File: src/rtl/serv_vlsu_agu.sv
// rtl/serv_vlsu_agu.sv - vector load/store address generator driving a word-aligned data bus.
// Optional feature macro: SERV_VLSU_STRIDE_EN (strided addressing; unit-stride when undefined).
module serv_vlsu_agu #(
  parameter int VL_W = 6
) (
  input  logic            i_clk,
  input  logic            i_rst_n,
  input  logic            i_start,
  input  logic            i_we,
  input  logic [31:0]     i_base,
  input  logic [31:0]     i_stride,
  input  logic [VL_W-1:0] i_vl,
  input  logic [1:0]      i_sew,
  output logic [31:0]     o_dbus_adr,
  output logic [3:0]      o_dbus_sel,
  output logic            o_dbus_we,
  output logic            o_dbus_cyc,
  input  logic            i_dbus_ack,
  output logic [VL_W-1:0] o_elem_idx,
  output logic            o_busy,
  output logic            o_done,
  output logic            o_err
);

  typedef enum logic [1:0] {
    S_IDLE = 2'b00,
    S_REQ  = 2'b01,
    S_DONE = 2'b10
  } state_e;

  localparam logic [VL_W-1:0] ONE = {{(VL_W-1){1'b0}}, 1'b1};

  state_e          state_q, state_d;
  logic [31:0]     addr_q, addr_d;
  logic [VL_W-1:0] idx_q, idx_d;
  logic [VL_W-1:0] vl_q, vl_d;
  logic [1:0]      sew_q, sew_d;
  logic            we_q, we_d;
  logic            err_q, err_d;
  logic [31:0]     incr;
  logic [31:0]     addr_next;
  logic            last_elem;

`ifdef SERV_VLSU_STRIDE_EN
  logic [31:0] stride_q, stride_d;
  assign incr = stride_q;
`else
  logic unused_stride;
  assign unused_stride = ^i_stride;
  assign incr = {29'b0, sew_q == 2'b10, sew_q == 2'b01, sew_q == 2'b00};
`endif

  function automatic logic misaligned(input logic [31:0] a, input logic [1:0] sew);
    case (sew)
      2'b01:   misaligned = a[0];
      2'b10:   misaligned = |a[1:0];
      default: misaligned = 1'b0;
    endcase
  endfunction

  assign addr_next = addr_q + incr;
  assign last_elem = (idx_q == (vl_q - ONE));

  always_comb begin
    state_d = state_q;
    addr_d  = addr_q;
    idx_d   = idx_q;
    vl_d    = vl_q;
    sew_d   = sew_q;
    we_d    = we_q;
    err_d   = err_q;
`ifdef SERV_VLSU_STRIDE_EN
    stride_d = stride_q;
`endif
    case (state_q)
      S_IDLE: begin
        if (i_start) begin
          addr_d = i_base;
          idx_d  = '0;
          vl_d   = i_vl;
          sew_d  = i_sew;
          we_d   = i_we;
`ifdef SERV_VLSU_STRIDE_EN
          stride_d = i_stride;
`endif
          // The first element is vetted here so a bad request never raises cyc.
          if (i_sew == 2'b11) begin
            err_d   = 1'b1;
            state_d = S_DONE;
          end else if (i_vl == '0) begin
            err_d   = 1'b0;
            state_d = S_DONE;
          end else if (misaligned(i_base, i_sew)) begin
            err_d   = 1'b1;
            state_d = S_DONE;
          end else begin
            err_d   = 1'b0;
            state_d = S_REQ;
          end
        end
      end
      S_REQ: begin
        if (i_dbus_ack) begin
          addr_d = addr_next;
          idx_d  = idx_q + ONE;
          if (last_elem) begin
            state_d = S_DONE;
          end else if (misaligned(addr_next, sew_q)) begin
            err_d   = 1'b1;
            state_d = S_DONE;
          end
        end
      end
      S_DONE:  state_d = S_IDLE;
      default: state_d = S_IDLE;
    endcase
  end

  always_ff @(posedge i_clk or negedge i_rst_n) begin
    if (!i_rst_n) begin
      state_q <= S_IDLE;
      addr_q  <= '0;
      idx_q   <= '0;
      vl_q    <= '0;
      sew_q   <= '0;
      we_q    <= 1'b0;
      err_q   <= 1'b0;
`ifdef SERV_VLSU_STRIDE_EN
      stride_q <= '0;
`endif
    end else begin
      state_q <= state_d;
      addr_q  <= addr_d;
      idx_q   <= idx_d;
      vl_q    <= vl_d;
      sew_q   <= sew_d;
      we_q    <= we_d;
      err_q   <= err_d;
`ifdef SERV_VLSU_STRIDE_EN
      stride_q <= stride_d;
`endif
    end
  end

  always_comb begin
    o_dbus_cyc = (state_q == S_REQ);
    o_dbus_adr = '0;
    o_dbus_sel = '0;
    o_dbus_we  = 1'b0;
    if (state_q == S_REQ) begin
      o_dbus_adr = {addr_q[31:2], 2'b00};
      o_dbus_we  = we_q;
      case (sew_q)
        2'b00:   o_dbus_sel = 4'b0001 << addr_q[1:0];
        2'b01:   o_dbus_sel = 4'b0011 << addr_q[1:0];
        default: o_dbus_sel = 4'b1111;
      endcase
    end
    o_elem_idx = idx_q;
    o_busy     = (state_q != S_IDLE);
    o_done     = (state_q == S_DONE);
    o_err      = (state_q == S_DONE) && err_q;
  end

endmodule

File: config.mk
export PLATFORM = sky130hd
export DESIGN_NAME = serv_vlsu_agu
export DESIGN_NICKNAME = d
export VERILOG_FILES = /design/src/rtl/serv_vlsu_agu.sv
export SDC_FILE = /design/constraint.sdc
export NUM_CORES = 1
export LEC_CHECK = 0
export CAP_MARGIN = 5
export CORE_UTILIZATION = 39
export DETAILED_ROUTE_END_ITERATION = 8
export GPL_TIMING_DRIVEN = 0
export PLACE_DENSITY = 0.75
export RECOVER_POWER = 100
export SETUP_SLACK_MARGIN = 0.5
export SLEW_MARGIN = 20
export SYNTH_ARGS = -nofsm -noshare
export SYNTH_HDL_FRONTEND = slang
export SYNTH_SLANG_ARGS = --single-unit
File: constraint.sdc
create_clock -name i_clk -period 3 [get_ports i_clk]
set_clock_uncertainty 0.15 [all_clocks]
set_input_delay 0.45 -clock i_clk [delete_from_list [all_inputs] [get_ports i_clk]]
set_output_delay 0.45 -clock i_clk [all_outputs]
set_load 0.005 [all_outputs]
==> results of run 1 <==
==> logic make-up after synthesis <==
logic type	synth area share, %
simple gates	28.4
compound gates	22.9
flops	35.9
buf+inv	4.53
fa+ha+maj	4.53
xor+xnor	3.02
mux	0.611
other cells	0.108
==> metal layers <==
layer | track usage, % | vias up
met3 | 3.13 | 13
met5 | 0 | -
met4 | 5.64 | 0
met2 | 41.3 | 157
met1 | 32.8 | 1742
li1 | - | 1747
==> worst paths after layout <==
| check | from | endpoint | slack, ns |
|---|---|---|---|
| setup / recovery | state_q[1]$_DFFE_PN0P_ | o_dbus_adr[14] | 0.27 |
| min in group i_clk | we_q$_DFFE_PN0P_ | we_q$_DFFE_PN0P_ | 0.34 |
| setup reg to reg | sew_q[1]$_DFFE_PN0P_ | addr_q[19]$_DFFE_PN0P_ | 0.41 |
| max in group asynchronous | i_rst_n | addr_q[14]$_DFFE_PN0P_ | 1.67 |
| hold / removal | i_rst_n | vl_q[5]$_DFFE_PN0P_ | 0.23 |
| hold reg to reg | we_q$_DFFE_PN0P_ | we_q$_DFFE_PN0P_ | 0.34 |
==> Yosys cell counts (5+ instances only) <==
cell,count
nand2_1,53
dfrtp_1,50
a21oi_1,32
nor2_1,32
and2_1,29
o21ai_0,26
clkbuf_1,21
nand3_1,17
inv_1,13
ha_1,11
o22ai_1,10
nor3_1,9
and3_1,8
nand4_1,8
a21o_1,7
a2bb2oi_1,7
a31oi_1,7
xor2_1,7
a311oi_1,6
a211oi_1,5
or3_1,5
xnor2_1,5
==> what timing repair did <==
action,in CTS,in global routing
pin swaps,2,2
gates resized for setup,76,19
setup endpoints to repair,59,34
buffers inserted,8,0
==> area by class of cell <==
class,instances,area share [%]
multi-input cells,337,43.9
flip-flops and latches,50,25.9
repair buffers,97,19.0
plain buffers,26,5.26
well taps,108,2.80
clock buffers,5,1.42
inverters,14,1.11
clock inverters,3,0.596
==> power by group through the flow <==
stage | Clock (mW) | Sequential [mW] | Combinational, mW
floorplan | 0 | 1.30 | 1.89
global placement | 0 | 1.39 | 3.18
detailed placement | 0 | 1.41 | 3.23
CTS | 0.450 | 1.41 | 3.52
global route | 0.478 | 1.46 | 3.78
finish | 0.448 | 1.41 | 3.44
==> metrics by stage <==
stage	cell area [µm²]	TNS, ns	worst slack, ns
2_1_floorplan	3490	0	0.584
3_3_place_gp	4510	-14.98	-0.244
3_5_place_dp	4510	-2.82	-0.224
4_1_cts	4850	0	0.353
5_1_grt	4830	0	0.177
6_report	4830	0	0.268
==> flip-flops by register name, summed over array words and instances (netlist names) <==
signal and cells:
we_q 1, vl_q 6, state_q 2, sew_q 2, o_elem_idx 6, addr_q 32, err_q 1
==> summary.md, run 1 <==
| Metric | Value |
|---|---|
| Status | finished clean |
| Flops & latches, synth | 50 |
| Post-synth top area share | 35.9% |
| Die area | 9310 µm² |
| Worst-path clk slew | 0.12 ns |
| Hold buffers post-CTS | 0 |
| Routability cong. | 0.929 |
| Inserted Diodes | 0 |
| Actual slew at the worst max-slew pin | 1.29 ns |
| Drt total wl | 11.1 mm |
| Final setup fails | 0 |
| Max-slew headroom | 14.2% |
| EDFF count, synth | 0 |
| Final nets | 620 |
| Clk_lat worst skew | 0.33 ns |
| GRT overflow | 0 |
| Register area | 1250 µm² |
| Met1 wire length | 4.77 mm |
| Crit Path Category | register to primary output |
| PortBufs | 89 |
| Crit path DAT | 2.13 ns |
| Clock power share | 8.5% |
| Vias per inst | 5.72 |
| Most used cell, CP | clkbuf_16 |
| Crit path launch type | register |
| Final core occ | 55.7% |
| Fin crit share | 91.1% |
| Peak VDD IR | 0.000486 V |
| Worst-case reg-to-reg path depth | 9 |
| Vias in the first global route | 3,320 |
| Leading cell type in the layout, fill and taps excluded | nand2_1 |
| Psw | 2.40 mW |
| Flop pwr share | 26.6% |
| 1st-iter DRT viols | 355 |
| Multi-input gate area | 2120 µm² |
| Cts bufs inserted | 5 |
| Crit path max fanout | 10 |
| Max-Cap Viols | 0 |
| CTS Root Cell | clkbuf_8 |
| Worst setup EP type | primary output |
| WP depth | 7 |
| Synthesized cell area | 3480 µm² |
| Synth async-reset ratio | 100% |
| Largest net degree at the start of global routing | 51 |
| Power per cell area | 1100 nW/µm² |
| Comb power frac | 64.9% |
| Max Slew Vio Count | 0 |
| DRT antenna net count | 0 |
| Critical Path, Cell by Cell | clkbuf_8 > nand2b_2 > clkinvlp_2 > clkbuf_16 > clkbuf_16 > and2_0 > dlygate4sd2_1 |
| Total track usage | 24.3% |
| CP top delay family | buffers and inverters |
| Placed insts | 624 |
| Filler cells | 835 |
| Top Metal Used | met4 |
| Post-DP HPWL | 8.02 mm |
| Min-Delay Path Class | input pin to asynchronous set/reset pin |
| Minimum clock period | 2.73 ns |
| CTS sink count | 50 |
| Wire per inst | 17.4 µm |
| Avg Cell Area, Syn | 8.17 µm² |
| Buffers and inverters on the worst path | 5 |
| Fmax | 0.366 GHz |
| Most frequent cells in the layout | nand2_1, dfrtp_1, clkdlybuf4s50_1 |
| Final cell count without fillers | 640 |
| Worst stage delay on the critical path | 0.34 ns |
| DRC Markers | 0 |
| Unrepaired setup endpoints after global routing | true |
| Internal power | 2.90 mW |
| I/O pin cnt | 124 |
| CP required | 2.40 ns |
| P&R area growth vs syn | 38.8% |
| Yosys warns | 0 |
| H-tree Lvls | 2 |
| Slowest-stage cell, CP | dfrtp_1 |
| Top cell type by total area after synthesis | dfrtp_1 |
| Wire length on met3 | 779 µm |
| Primary FF master, synth | dfrtp_1 |
| Share of cells above drive strength 1 | 9.02% |
| DIE WIDTH | 96.5 µm |
| Drt pass-1 iters | 6 |
| First-pass GRT wire length | 17.0 mm |
| Antenna violations before repair | 0 |
| Die Ht | 96.5 µm |
| Final hold violation count | 0 |
| DR vias | 3,659 |
| Initial Util | 40.1% |
| Cell Rows | 34 |
| Sw Ratio | 45.3% |
| Bufs on Longest Clock Path | 2 |
| Core Region | 8680 µm² |
| WHS | 0.231 ns |
| Top cells by area, synth | dfrtp_1, nand2_1, and2_1, a21oi_1, ha_1 |
| Syn Inst Count | 426 |
| DR WL met2 | 5.45 mm |
| Synth unique cells | 58 |
| CTS tree | yes |
| Seq/Total Area, Yosys | 35.9% |
| Pleak | 2.11 nW |
| Total Power | 5.30 mW |
Power figures use the tool's default switching activity.
==> inputs of run 2 (changes only) <==
--- a/config.mk
+++ b/config.mk
@@ -6,10 +6,10 @@
 export NUM_CORES = 1
 export LEC_CHECK = 0
 export CAP_MARGIN = 5
-export CORE_UTILIZATION = 39
+export CORE_UTILIZATION = 25
 export DETAILED_ROUTE_END_ITERATION = 8
 export GPL_TIMING_DRIVEN = 0
-export PLACE_DENSITY = 0.75
+export PLACE_DENSITY = 0.54
 export RECOVER_POWER = 100
 export SETUP_SLACK_MARGIN = 0.5
 export SLEW_MARGIN = 20
==> run 2 against run 1 <==
Critical path type is now input pin to register; sequential cell count unchanged; largest cell class unchanged; combinational power increased by 6.1%; global-route usage decreased by 6.7 points; total power increased by 7.0%; setup slack improved by 0.00069 ns; final cell count increased by 12%; count of clock-buffer cells in the layout increased by 1; critical path depth decreased by 1.
==> summary.md, run 2 (synthesis gave the netlist of run 1 again) <==
| Metric | Value |
|---|---|
| Fmax | 0.366 GHz |
| Routability cong. | 0.849 |
| Biggest register | addr_q |
| Worst-case reg-to-reg path depth | 8 |
| Crit path max fanout | 10 |
| CTS sink count | 50 |
| Total track usage | 17.6% |
| Actual slew at the worst max-slew pin | 1.37 ns |
| 1st-iter DRT viols | 272 |
| DRC Markers | 0 |
| Clk_lat worst skew | 0.29 ns |
| Setup TNS Final | 0 ns |
| Final nets | 630 |
| Crit Path Category | input pin to register |
| Power per cell area | 1120 nW/µm² |
| Cell Rows | 42 |
| DIE WIDTH | 120 µm |
| Minimum clock period | 2.73 ns |
| Max FFs per register | 32 |
| Initial Util | 26.0% |
| Wire per inst | 17.4 µm |
| Antenna violations before repair | 0 |
| Inserted Diodes | 0 |
| Final setup fails | 0 |
| Max Slew Vio Count | 0 |
| P&R area growth vs syn | 45.5% |
| Hold buffers post-CTS | 0 |
| Worst-path clk slew | 0.08 ns |
| Post-DP HPWL | 9.01 mm |
| Vias per inst | 5.22 |
| Worst setup EP type | register |
| Most frequent cells in the layout | nand2_1, dfrtp_1, clkdlybuf4s50_1 |
| Pleak | 2.14 nW |
| Vias in the first global route | 3,663 |
| Min-Delay Path Class | input pin to asynchronous set/reset pin |
| Peak VDD IR | 0.000343 V |
| Die area | 14,400 µm² |
| CP required | 3.01 ns |
| Drt pass-1 iters | 6 |
| Max-slew headroom | 8.48% |
| Final hold violation count | 0 |
| Share of cells above drive strength 1 | 12.7% |
| Fin crit share | 91.0% |
| Crit path DAT | 2.74 ns |
| Max-Cap Viols | 0 |
| DR vias | 3,746 |
| Final core occ | 37.8% |
| I/O pin cnt | 124 |
| First-pass GRT wire length | 19.8 mm |
| Cts bufs inserted | 5 |
| PortBufs | 89 |
| Drt total wl | 12.5 mm |
| Status | finished clean |
| Core Region | 13,400 µm² |
| H-tree Lvls | 2 |
| Unrepaired setup endpoints after global routing | true |
| GRT overflow | 0 |
| Die Ht | 120 µm |
| Crit path launch type | input pin |
| Leading cell type in the layout, fill and taps excluded | nand2_1 |
| DRT antenna net count | 0 |
| Dpl ws | -0.284 ns |
| Bufs on Longest Clock Path | 2 |
| Largest net degree at the start of global routing | 51 |
| CTS tree | yes |
| CTS Root Cell | clkbuf_16 |
| Final worst slack | 0.269 ns |
| Total Power | 5.67 mW |
==> run 2: path summary, 6_finish.rpt <==
| check | startpoint | endpoint | slack (ns) |
|---|---|---|---|
| setup reg to reg | sew_q[1]$_DFFE_PN0P_ | addr_q[22]$_DFFE_PN0P_ | 0.31 |
| hold / removal | i_rst_n | sew_q[1]$_DFFE_PN0P_ | 0.31 |
| setup / recovery | i_dbus_ack | addr_q[8]$_DFFE_PN0P_ | 0.27 |
| min in group i_clk | we_q$_DFFE_PN0P_ | we_q$_DFFE_PN0P_ | 0.32 |
| max in group asynchronous | i_rst_n | addr_q[21]$_DFFE_PN0P_ | 1.55 |
| hold reg to reg | we_q$_DFFE_PN0P_ | we_q$_DFFE_PN0P_ | 0.32 |
==> run 2: critical path, cell delays in order <==
cell and delay [ns]:
clkdlybuf4s50_1 0.60, nand2_1 0.13, a21oi_1 0.57, clkbuf_1 0.47, clkbuf_2 0.39, a21oi_1 0.12
==> run 2: cell type report <==
class / instances / area [µm²]
fillers: 1411 / 8330
multi-input cells: 337 / 2170
flip-flops and latches: 50 / 1250
repair buffers: 107 / 997
well taps: 176 / 220
plain buffers: 26 / 218
clock buffers: 6 / 139
inverters: 14 / 60.1
clock inverters: 2 / 12.5
==> run 2: timing repair <==
action                                 4_1_cts  5_1_grt
resized for setup                           83       28
setup buffers                               12        6
pin swaps                                    6        4
endpoints found under the hold margin        0        0
setup endpoints to repair                   66       44
==> run 2: power breakdown <==
group / internal [mW] / total (mW) / switching, mW
combinational: 1.82 / 3.65 / 1.83
sequential: 1.00 / 1.42 / 0.422
clock: 0.331 / 0.598 / 0.267
total: 3.15 / 5.67 / 2.52
==> run 2: stage by stage <==
stage                     std cells  cell area, µm²  hold slack [ns]
after floorplan                 427            3490          0.00441
after global placement          692            4600            0.299
after detailed placement        692            4590            0.307
after CTS                       712            5050           0.0815
after global routing            718            5070            0.354
final                           718            5070            0.308
==> run 2: layer usage <==
layer	global-route usage [%]	part of all wire, %
met3	2.19	6.5
met2	28.8	47
met5	0	0
met4	4.38	1.4
met1	24.3	46
==> inputs of run 3 (changes only) <==
--- a/config.mk
+++ b/config.mk
@@ -6,6 +6,7 @@
 export NUM_CORES = 1
 export LEC_CHECK = 0
 export CAP_MARGIN = 5
+export CORE_ASPECT_RATIO = 0.9
 export CORE_UTILIZATION = 25
 export DETAILED_ROUTE_END_ITERATION = 8
 export GPL_TIMING_DRIVEN = 0
==> constraint.sdc (replaced) <==
create_clock -name i_clk -period 3 [get_ports i_clk]
set_clock_uncertainty 0.15 [all_clocks]
set_input_delay 0.45 -clock i_clk [delete_from_list [all_inputs] [get_ports i_clk]]
set_output_delay 0.45 -clock i_clk [all_outputs]
set_load 0.05 [all_outputs]
==> run 3 against run 2 <==
Maximum frequency rose by 0.62%; via count is 1.4% lower; final cell count down 2.4%; largest cell class unchanged; highest routed layer unchanged.
==> summary.md, run 3 (synthesis gave the netlist of run 1 again) <==
| Metric | Value |
|---|---|
| Status | finished clean |
| Bufs on Longest Clock Path | 2 |
| Most frequent cells in the layout | nand2_1, dfrtp_1, clkdlybuf4s50_1 |
| Worst setup EP type | register |
| DRT antenna net count | 0 |
| Dpl ws | -0.612 ns |
| Final nets | 623 |
| CP required | 2.99 ns |
| Fmax | 0.368 GHz |
| Worst-path clk slew | 0.07 ns |
| Cts bufs inserted | 5 |
| Unrepaired setup endpoints after global routing | true |
| P&R area growth vs syn | 37.0% |
| Max-Cap Viols | 0 |
| Initial Util | 25.9% |
| Share of cells above drive strength 1 | 17.4% |
| DRC Markers | 0 |
| DR vias | 3,695 |
| Crit Path Category | input pin to register |
| Wire per inst | 18.0 µm |
| CTS Root Cell | clkbuf_16 |
| Max FFs per register | 32 |
| Die Ht | 114 µm |
| Leading cell type in the layout, fill and taps excluded | nand2_1 |
| Crit path max fanout | 10 |
| Drt pass-1 iters | 6 |
| Actual slew at the worst max-slew pin | 1.33 ns |
| Crit path DAT | 2.71 ns |
| CP top delay family | buffers and inverters |
| Antenna violations before repair | 0 |
| GRT overflow | 0 |
| Final hold violation count | 0 |
| Final setup fails | 0 |
| H-tree Lvls | 2 |
| Max-slew headroom | 11.1% |
| Die area | 14,400 µm² |
| Biggest register | addr_q |
| Final worst slack | 0.286 ns |
| Clk_lat worst skew | 0.29 ns |
| CTS sink count | 50 |
| 1st-iter DRT viols | 291 |
| Crit path launch type | input pin |
| Post-DP HPWL | 9.21 mm |
| Vias in the first global route | 3,697 |
| Vias per inst | 5.27 |
| First-pass GRT wire length | 20.1 mm |
| Critical Path, Cell by Cell | dlygate4sd3_1 > nand2b_1 > a21o_1 > clkbuf_2 > clkbuf_1 > a21oi_1 > a2bb2oi_1 |
| Buffers and inverters on the worst path | 3 |
| Max Slew Vio Count | 0 |
| Worst stage delay on the critical path | 0.57 ns |
| PortBufs | 89 |
| Min-Delay Path Class | input pin to asynchronous set/reset pin |
| DIE WIDTH | 126 µm |
| Inserted Diodes | 0 |
| Core Region | 13,500 µm² |
| I/O pin cnt | 124 |
| Fin crit share | 90.5% |
| Largest net degree at the start of global routing | 51 |
| Routability cong. | 0.896 |
| Cell Rows | 40 |
| Slowest-stage cell, CP | dlygate4sd3_1 |
| CTS tree | yes |
| Total track usage | 17.9% |
| Drt total wl | 12.6 mm |
| Minimum clock period | 2.71 ns |
[run 3: cell count changes in the layout (fill, tap and decap cells not counted), sizes merged]
cell,delta
clkinvlp,-1
clkdlybuf4s25,-7
buf,+7
clkinv,-1
clkdlybuf4s50,-2
dlymetal6s2s,-4
dlygate4sd2,-23
dlygate4sd3,-2
clkbuf,+24
[run 3: final cells by class]
| type | count | area [µm²] |
|---|---|---|
| fill | 1404 | 8690 |
| multi-input combinational | 337 | 2180 |
| sequential | 50 | 1250 |
| timing repair buffer | 100 | 790 |
| tap | 168 | 210 |
| buffer | 26 | 148 |
| clock buffer | 6 | 139 |
| inverter | 14 | 55.1 |
[run 3: repair_timing]
item | CTS | global route
endpoints found under the setup margin | 71 | 48
endpoints found under the hold margin | 0 | 0
buffers inserted | 5 | 6
resized for setup | 232 | 30
pin swaps | 6 | 11
hold buffers | 0 | 0
[run 3: path summary, 6_finish.rpt]
check | startpoint | to | slack [ns] | cells past startpoint
setup / recovery | i_start | addr_q[18]$_DFFE_PN0P_ | 0.29 | 7
min in group i_clk | we_q$_DFFE_PN0P_ | we_q$_DFFE_PN0P_ | 0.32 | 2
hold reg to reg | we_q$_DFFE_PN0P_ | we_q$_DFFE_PN0P_ | 0.32 | 2
max in group asynchronous | i_rst_n | o_elem_idx[1]$_DFFE_PN0P_ | 1.59 | 1
hold / removal | i_rst_n | addr_q[16]$_DFFE_PN0P_ | 0.29 | 1
setup reg to reg | sew_q[0]$_DFFE_PN0P_ | addr_q[22]$_DFFE_PN0P_ | 0.37 | 8
[run 3: layer usage]
metal | track usage, % | vias up | share of wire [%]
met5 | 0 | - | 0
met4 | 4.90 | 0 | 1.4
met3 | 3.80 | 17 | 8.4
met2 | 27.2 | 178 | 44
met1 | 25.5 | 1750 | 46
li1 | - | 1750 | -
[run 3: through the flow]
| step | setup TNS [ns] | area, µm² | instances | hold WS (ns) | util, % |
|---|---|---|---|---|---|
| 2_1_floorplan | 0 | 3500 | 427 | 0.00441 | - |
| 3_3_place_gp | -25.53 | 4600 | 684 | 0.305 | 34.2 |
| 4_1_cts | 0 | 4790 | 695 | 0.0795 | 35.6 |
| 3_5_place_dp | -10.24 | 4600 | 684 | 0.305 | 34.1 |
| 5_1_grt | 0 | 4770 | 701 | 0.362 | 35.4 |
| 6_report | 0 | 4770 | 701 | 0.285 | 35.4 |
Power of run 3 is left out: the tool's default activity adds up to more than one toggle a clock period on the data nets, which glitch-free logic cannot reach.
